==> src/rtl/y86_pkg.sv <==
// Shared Y86 encodings for the sequential controller: instruction codes,
// status codes, the stage-state enum and the memory-access predicate.
package y86_pkg;

    localparam logic [3:0] I_HALT   = 4'h0;
    localparam logic [3:0] I_NOP    = 4'h1;
    localparam logic [3:0] I_RRMOVQ = 4'h2;
    localparam logic [3:0] I_IRMOVQ = 4'h3;
    localparam logic [3:0] I_RMMOVQ = 4'h4;
    localparam logic [3:0] I_MRMOVQ = 4'h5;
    localparam logic [3:0] I_OPQ    = 4'h6;
    localparam logic [3:0] I_JXX    = 4'h7;
    localparam logic [3:0] I_CALL   = 4'h8;
    localparam logic [3:0] I_RET    = 4'h9;
    localparam logic [3:0] I_PUSHQ  = 4'hA;
    localparam logic [3:0] I_POPQ   = 4'hB;

    localparam logic [2:0] STAT_AOK = 3'd1;
    localparam logic [2:0] STAT_HLT = 3'd2;
    localparam logic [2:0] STAT_ADR = 3'd3;
    localparam logic [2:0] STAT_INS = 3'd4;

    typedef enum logic [2:0] {
        S_IDLE,
        S_FETCH,
        S_DECODE,
        S_EXECUTE,
        S_MEMORY,
        S_WRITEBACK,
        S_PCUPD,
        S_HALT
    } state_e;

    function automatic logic is_mem_icode(input logic [3:0] ic);
        return (ic == I_RMMOVQ) || (ic == I_MRMOVQ) || (ic == I_CALL) ||
               (ic == I_RET)    || (ic == I_PUSHQ)  || (ic == I_POPQ);
    endfunction

endpackage

==> src/rtl/y86_sat_counter.sv <==
// Saturating up-counter with enable and synchronous active-low clear.
// Value updates one edge after en; holds at all-ones, never wraps.
module y86_sat_counter #(
    parameter int W = 32
) (
    input  logic         clk,
    input  logic         clr_n,
    input  logic         en,
    output logic [W-1:0] cnt
);

    always_ff @(posedge clk) begin
        if (!clr_n) begin
            cnt <= '0;
        end else if (en && (cnt != '1)) begin
            cnt <= cnt + 1'b1;
        end
    end

endmodule

==> src/rtl/y86_seq_controller.sv <==
// Per-instruction stage sequencer for the sequential Y86 datapath; owns PC and stat.
// 6 cycles per non-memory instruction; MEMORY stalls on mem_ack up to MEM_TIMEOUT cycles.
module y86_seq_controller
    import y86_pkg::*;
#(
    parameter logic [63:0] RESET_PC    = 64'd0,
    parameter int          CNT_W       = 32,
    parameter int          MEM_TIMEOUT = 16
) (
    input  logic             clk,
    input  logic             rst_n,
    input  logic             run,
    input  logic             step,
    input  logic [3:0]       icode,
    input  logic             imem_error,
    input  logic             instr_valid,
    input  logic             hlt,
    input  logic             dmem_error,
    input  logic             mem_ack,
    input  logic [63:0]      updated_pc,
    output logic [63:0]      pc,
    output logic             fetch_en,
    output logic             decode_en,
    output logic             execute_en,
    output logic             mem_en,
    output logic             wb_en,
    output logic             pcup_en,
    output logic             cc_we,
    output logic             mem_req,
    output logic [2:0]       stat,
    output logic             busy,
    output logic             retire,
    output logic [CNT_W-1:0] cycle_cnt,
    output logic [CNT_W-1:0] instr_cnt
);

    localparam int TW = $clog2(MEM_TIMEOUT + 1);
    localparam logic [TW-1:0] WAIT_LAST = TW'(MEM_TIMEOUT - 1);

    state_e        state;
    logic [3:0]    icode_q;
    logic          step_armed;
    logic [TW-1:0] wait_cnt;

    always_ff @(posedge clk) begin
        if (!rst_n) begin
            state      <= S_IDLE;
            pc         <= RESET_PC;
            stat       <= STAT_AOK;
            icode_q    <= I_NOP;
            step_armed <= 1'b0;
            wait_cnt   <= '0;
        end else begin
            case (state)
                S_IDLE: begin
                    if (run) begin
                        state <= S_FETCH;
                    end else if (step) begin
                        state      <= S_FETCH;
                        step_armed <= 1'b1;
                    end
                end
                S_FETCH: begin
                    icode_q <= icode;
                    if (imem_error) begin
                        stat  <= STAT_ADR;
                        state <= S_HALT;
                    end else if (!instr_valid) begin
                        stat  <= STAT_INS;
                        state <= S_HALT;
                    end else if (hlt) begin
                        stat  <= STAT_HLT;
                        state <= S_HALT;
                    end else begin
                        state <= S_DECODE;
                    end
                end
                S_DECODE: state <= S_EXECUTE;
                S_EXECUTE: begin
                    wait_cnt <= '0;
                    state    <= S_MEMORY;
                end
                S_MEMORY: begin
                    // An ack on the final wait cycle wins over the timeout.
                    if (!is_mem_icode(icode_q)) begin
                        state <= S_WRITEBACK;
                    end else if (mem_ack) begin
                        if (dmem_error) begin
                            stat  <= STAT_ADR;
                            state <= S_HALT;
                        end else begin
                            state <= S_WRITEBACK;
                        end
                    end else if (wait_cnt == WAIT_LAST) begin
                        stat  <= STAT_ADR;
                        state <= S_HALT;
                    end else begin
                        wait_cnt <= wait_cnt + 1'b1;
                    end
                end
                S_WRITEBACK: state <= S_PCUPD;
                S_PCUPD: begin
                    pc         <= updated_pc;
                    step_armed <= 1'b0;
                    state      <= (run && !step_armed) ? S_FETCH : S_IDLE;
                end
                default: state <= S_HALT;
            endcase
        end
    end

    // Outputs depend only on registered state, so they are glitch-free per cycle.
    assign fetch_en   = (state == S_FETCH);
    assign decode_en  = (state == S_DECODE);
    assign execute_en = (state == S_EXECUTE);
    assign mem_en     = (state == S_MEMORY);
    assign wb_en      = (state == S_WRITEBACK);
    assign pcup_en    = (state == S_PCUPD);
    assign cc_we      = execute_en && (icode_q == I_OPQ);
    assign mem_req    = mem_en && is_mem_icode(icode_q);
    assign busy       = (state != S_IDLE) && (state != S_HALT);
    assign retire     = pcup_en;

    y86_sat_counter #(.W(CNT_W)) u_cycle_cnt (
        .clk   (clk),
        .clr_n (rst_n),
        .en    (busy),
        .cnt   (cycle_cnt)
    );

    y86_sat_counter #(.W(CNT_W)) u_instr_cnt (
        .clk   (clk),
        .clr_n (rst_n),
        .en    (retire),
        .cnt   (instr_cnt)
    );

endmodule
==> config.mk <==
export PLATFORM = sky130hd
export DESIGN_NAME = y86_seq_controller
export DESIGN_NICKNAME = d
export VERILOG_FILES = /design/src/rtl/y86_pkg.sv /design/src/rtl/y86_sat_counter.sv /design/src/rtl/y86_seq_controller.sv
export SDC_FILE = /design/constraint.sdc
export NUM_CORES = 1
export LEC_CHECK = 0
export BUFFER_PORTS_ARGS = -buffer_cell sky130_fd_sc_hd__buf_2
export CAP_MARGIN = 25
export CORE_AREA = 3 3 116 118
export DETAILED_ROUTE_END_ITERATION = 8
export DIE_AREA = 0 0 119 121
export GPL_ROUTABILITY_DRIVEN = 0
export GPL_TIMING_DRIVEN = 0
export PLACE_DENSITY = 0.79
export SLEW_MARGIN = 0
export SYNTH_ARGS = -nofsm -noshare
export SYNTH_HDL_FRONTEND = slang
export SYNTH_SLANG_ARGS = --single-unit
==> constraint.sdc <==
create_clock -name clk -period 2.8 [get_ports clk]
set_clock_uncertainty 0.15 [all_clocks]
set_input_delay 0.42 -clock clk [delete_from_list [all_inputs] [get_ports clk]]
set_output_delay 0.42 -clock clk [all_outputs]
set_load 0.03 [all_outputs]
==> results.json <==
{
  "ir_drop_mv": 0.462,
  "avgSynthCellArea_um2": 8.15,
  "status": "finished clean",
  "fmax_mhz": 392,
  "hp-start": "icode[0]",
  "grt_use_met3": 0.0634,
  "ant_nets": 0,
  "synth_cell_types": 63,
  "p_comb_frac": 0.139,
  "grtUsageMet1": 0.308,
  "p_switching_mw": 1.44,
  "final-max-slew-violation-count": 0,
  "post_drt_via_cell_ratio": 5.39,
  "cap_violations": 0,
  "antenna_found_initial": 0,
  "grt_pass1_wl_um": 28100,
  "cts.clk_slew.worst_paths_ps": 60,
  "cts_root_buf": "clkbuf_16",
  "cts_tree": "yes",
  "grt_pass1_vias": 5706,
  "grt.busiest_layer": "met2",
  "start_kind": "flip-flop",
  "synth_area_leader_cell": "dfxtp_1",
  "cp-startpoint": "state[2]",
  "n_fill_cell": 1079,
  "final_util": 0.652,
  "cts_buffers": 17,
  "synth-main-ff-cell": "dfxtp_1",
  "synth_top_area_frac": 0.460,
  "worstSetupPathType": "flip-flop to primary output",
  "portBuffers": 217,
  "final_nets": 1085,
  "h-tree-depth": 4,
  "cellPowerDensity_nw_per_um2": 649,
  "p_leak_nw": 3.33,
  "holdBufCountCts": 0,
  "arrival_ps": 1980,
  "p_int_mw": 3.88,
  "critical-path-top-delay-family": "buffers and inverters",
  "period_minus_slack_ps": 2550,
  "synth_edf_count": 0,
  "synth-seq-cells": 144,
  "syn_nets": 850,
  "area_delta_synth_final_pct": 30.8,
  "switching_share": 0.271,
  "route.detailed.drc": 0,
  "p_clk_frac": 0.451,
  "setup_viol": 0,
  "grt_max_degree": 17,
  "path_buf_inv": 4,
  "drtIter0Drc": 427,
  "required_ps": 2230,
  "hold_path_class": "input port to flip-flop",
  "core.rowCount": 41,
  "seq_area_frac_synth": 0.460,
  "via_count": 6408,
  "finalCritPeriodShare": 0.911,
  "critical_path.most_common_cell": "buf_4",
  "core_area_um2": 12600,
  "drt_first_pass_iters": 5,
  "syn-cell-area_um2": 6260,
  "finalHoldViolCount": 0,
  "slowest_stage": "clkinv_1",
  "relSlewSlack": 0.547,
  "dieArea_um2": 14400,
  "yosys_warnings": 0,
  "grt_overflow": 0,
  "crit_path_end_kind": "primary output",
  "met2_usage": 0.388,
  "cts_buffer_depth": 2,
  "routed_wl_um": 17900,
  "pin_count": 218,
  "routedWlPerCell_um": 15.0,
  "worst_path_largest_cell_delay_ps": 470,
  "initial_core_util": 0.498,
  "cts.sinks": 144,
  "critPathMaxFanout": 16,
  "crit_chain": "buf_4 -> nand3b_4 -> clkinv_1 -> buf_4 -> buf_2",
  "synthArstFlopShare": 0,
  "die_x_um": 119,
  "cts_resized": 0,
  "synth_common_cells": "nand2_1, dfxtp_1, a21oi_1, nor2_1, xnor2_1",
  "worst_slew_pin_slew_ps": 679,
  "synth.area.top_cells": "dfxtp_1, nand2_1, a21oi_1",
  "fin_tns_setup_ps": 0,
  "synth.most_common_cell": "nand2_1",
  "synthesis.instances": 769,
  "grt_use_total": 0.242,
  "clock_latency_ps": 420,
  "rsz0062_at_grt": "no",
  "power.share.sequential": 0.411,
  "layout-drive-gt1-share": 0.273,
  "die_h_um": 121,
  "post-cts-setup-buffers": 0,
  "hpwlAfterDp_um": 13000,
  "reg2reg_from": "u_instr_cnt.cnt[24]",
  "diodes": 0
}
==> layout make-up <==
class / instances / area [um2] / share of cell area
Clock buffer: 19 / 443 / 0.0541
Buffer: 44 / 191 / 0.0234
Multi-Input combinational cell: 562 / 3120 / 0.381
Tap cell: 172 / 215 / 0.0263
Clock inverter: 13 / 186 / 0.0228
Inverter: 18 / 67.6 / 0.00825
Timing Repair Buffer: 217 / 1090 / 0.133
Sequential cell: 144 / 2880 / 0.352
==> layer usage <==
metal / up-vias / wire (um)
met5: - / 0
met4: 0 / 418
met3: 36 / 1200
met2: 230 / 8490
met1: 2953 / 7780
li1: 3189 / -
==> tightest hold or removal path, stage by stage <==
cell	delay [ps]
buf_2	70
nand2_1	40
nand3_1	70
==> flip-flops by register name, indices dropped and copies added, names as in the netlist <==
register,flops
pc,64
u_cycle_cnt.cnt,32
u_instr_cnt.cnt,32
wait_cnt,5
icode_q,4
stat,3
state,3
step_armed,1
==> through the flow <==
step | cells | worst slack, ps | cell area (um2) | total power [mW] | hold WS [ps]
6_report | 1189 | 248 | 8190 | 5.32 | 56.4
3_3_place_gp | 1158 | 431 | 7560 | 2.96 | 289
3_5_place_dp | 1158 | 443 | 7560 | 2.96 | 293
5_1_grt | 1189 | 113 | 8190 | 5.52 | 75.4
4_1_cts | 1190 | 73.8 | 8190 | 5.36 | 42.3
2_1_floorplan | 769 | 430 | 6260 | 2.72 | 291
==> power by group through the flow <==
stage / clock network (mW) / logic (mW) / registers, mW
2_1_floorplan: 0 / 0.381 / 2.34
6_report: 2.40 / 0.737 / 2.19
5_1_grt: 2.51 / 0.804 / 2.20
4_1_cts: 2.43 / 0.741 / 2.19
3_5_place_dp: 0 / 0.736 / 2.23
3_3_place_gp: 0 / 0.730 / 2.23
==> cell families after synthesis <==
| family | share of synthesized area |
|---|---|
| AO/OA/AOI/OAI | 0.170 |
| multiplexers | 0.00340 |
| AND/OR/NAND/NOR | 0.273 |
| adder cells (fa/ha/maj) | 0.00799 |
| flip-flops | 0.460 |
| buffers and inverters | 0.0419 |
| XOR/XNOR | 0.0433 |
==> cells in the final DEF (no fill, tap or decap), types with 5 or more instances in the layout <==
| master | netlist | final |
|---|---|---|
| a211oi_1 | 10 | 10 |
| nand2b_1 | 6 | 6 |
| buf_1 | 5 | 5 |
| nand4_1 | 17 | 17 |
| nor2_1 | 50 | 50 |
| nor4_1 | 14 | 14 |
| o21ai_0 | 15 | 15 |
| o21a_1 | 8 | 8 |
| nand2_1 | 173 | 173 |
| dfxtp_1 | 144 | 144 |
| or3_1 | 13 | 13 |
| xnor2_1 | 30 | 30 |
| or4_1 | 9 | 9 |
| inv_1 | 16 | 16 |
| clkbuf_1 | 28 | 28 |
| o41ai_1 | 5 | 5 |
| and3_1 | 5 | 5 |
| nand3_1 | 26 | 26 |
| nor3_1 | 9 | 9 |
| and4_1 | 6 | 6 |
| clkbuf_16 | 0 | 17 |
| a21oi_1 | 97 | 97 |
| o31ai_1 | 5 | 5 |
| buf_2 | 9 | 226 |
==> path summary, 6_finish.rpt <==
check / cells past startpoint / endpoint / slack [ps]
setup / recovery: 5 / retire / 250
hold / removal: 3 / icode_q[0] / 60
setup reg to reg: 6 / u_instr_cnt.cnt[4] / 360
hold reg to reg: 2 / pc[12] / 300
No activity file was read; power rests on OpenSTA's default activity.
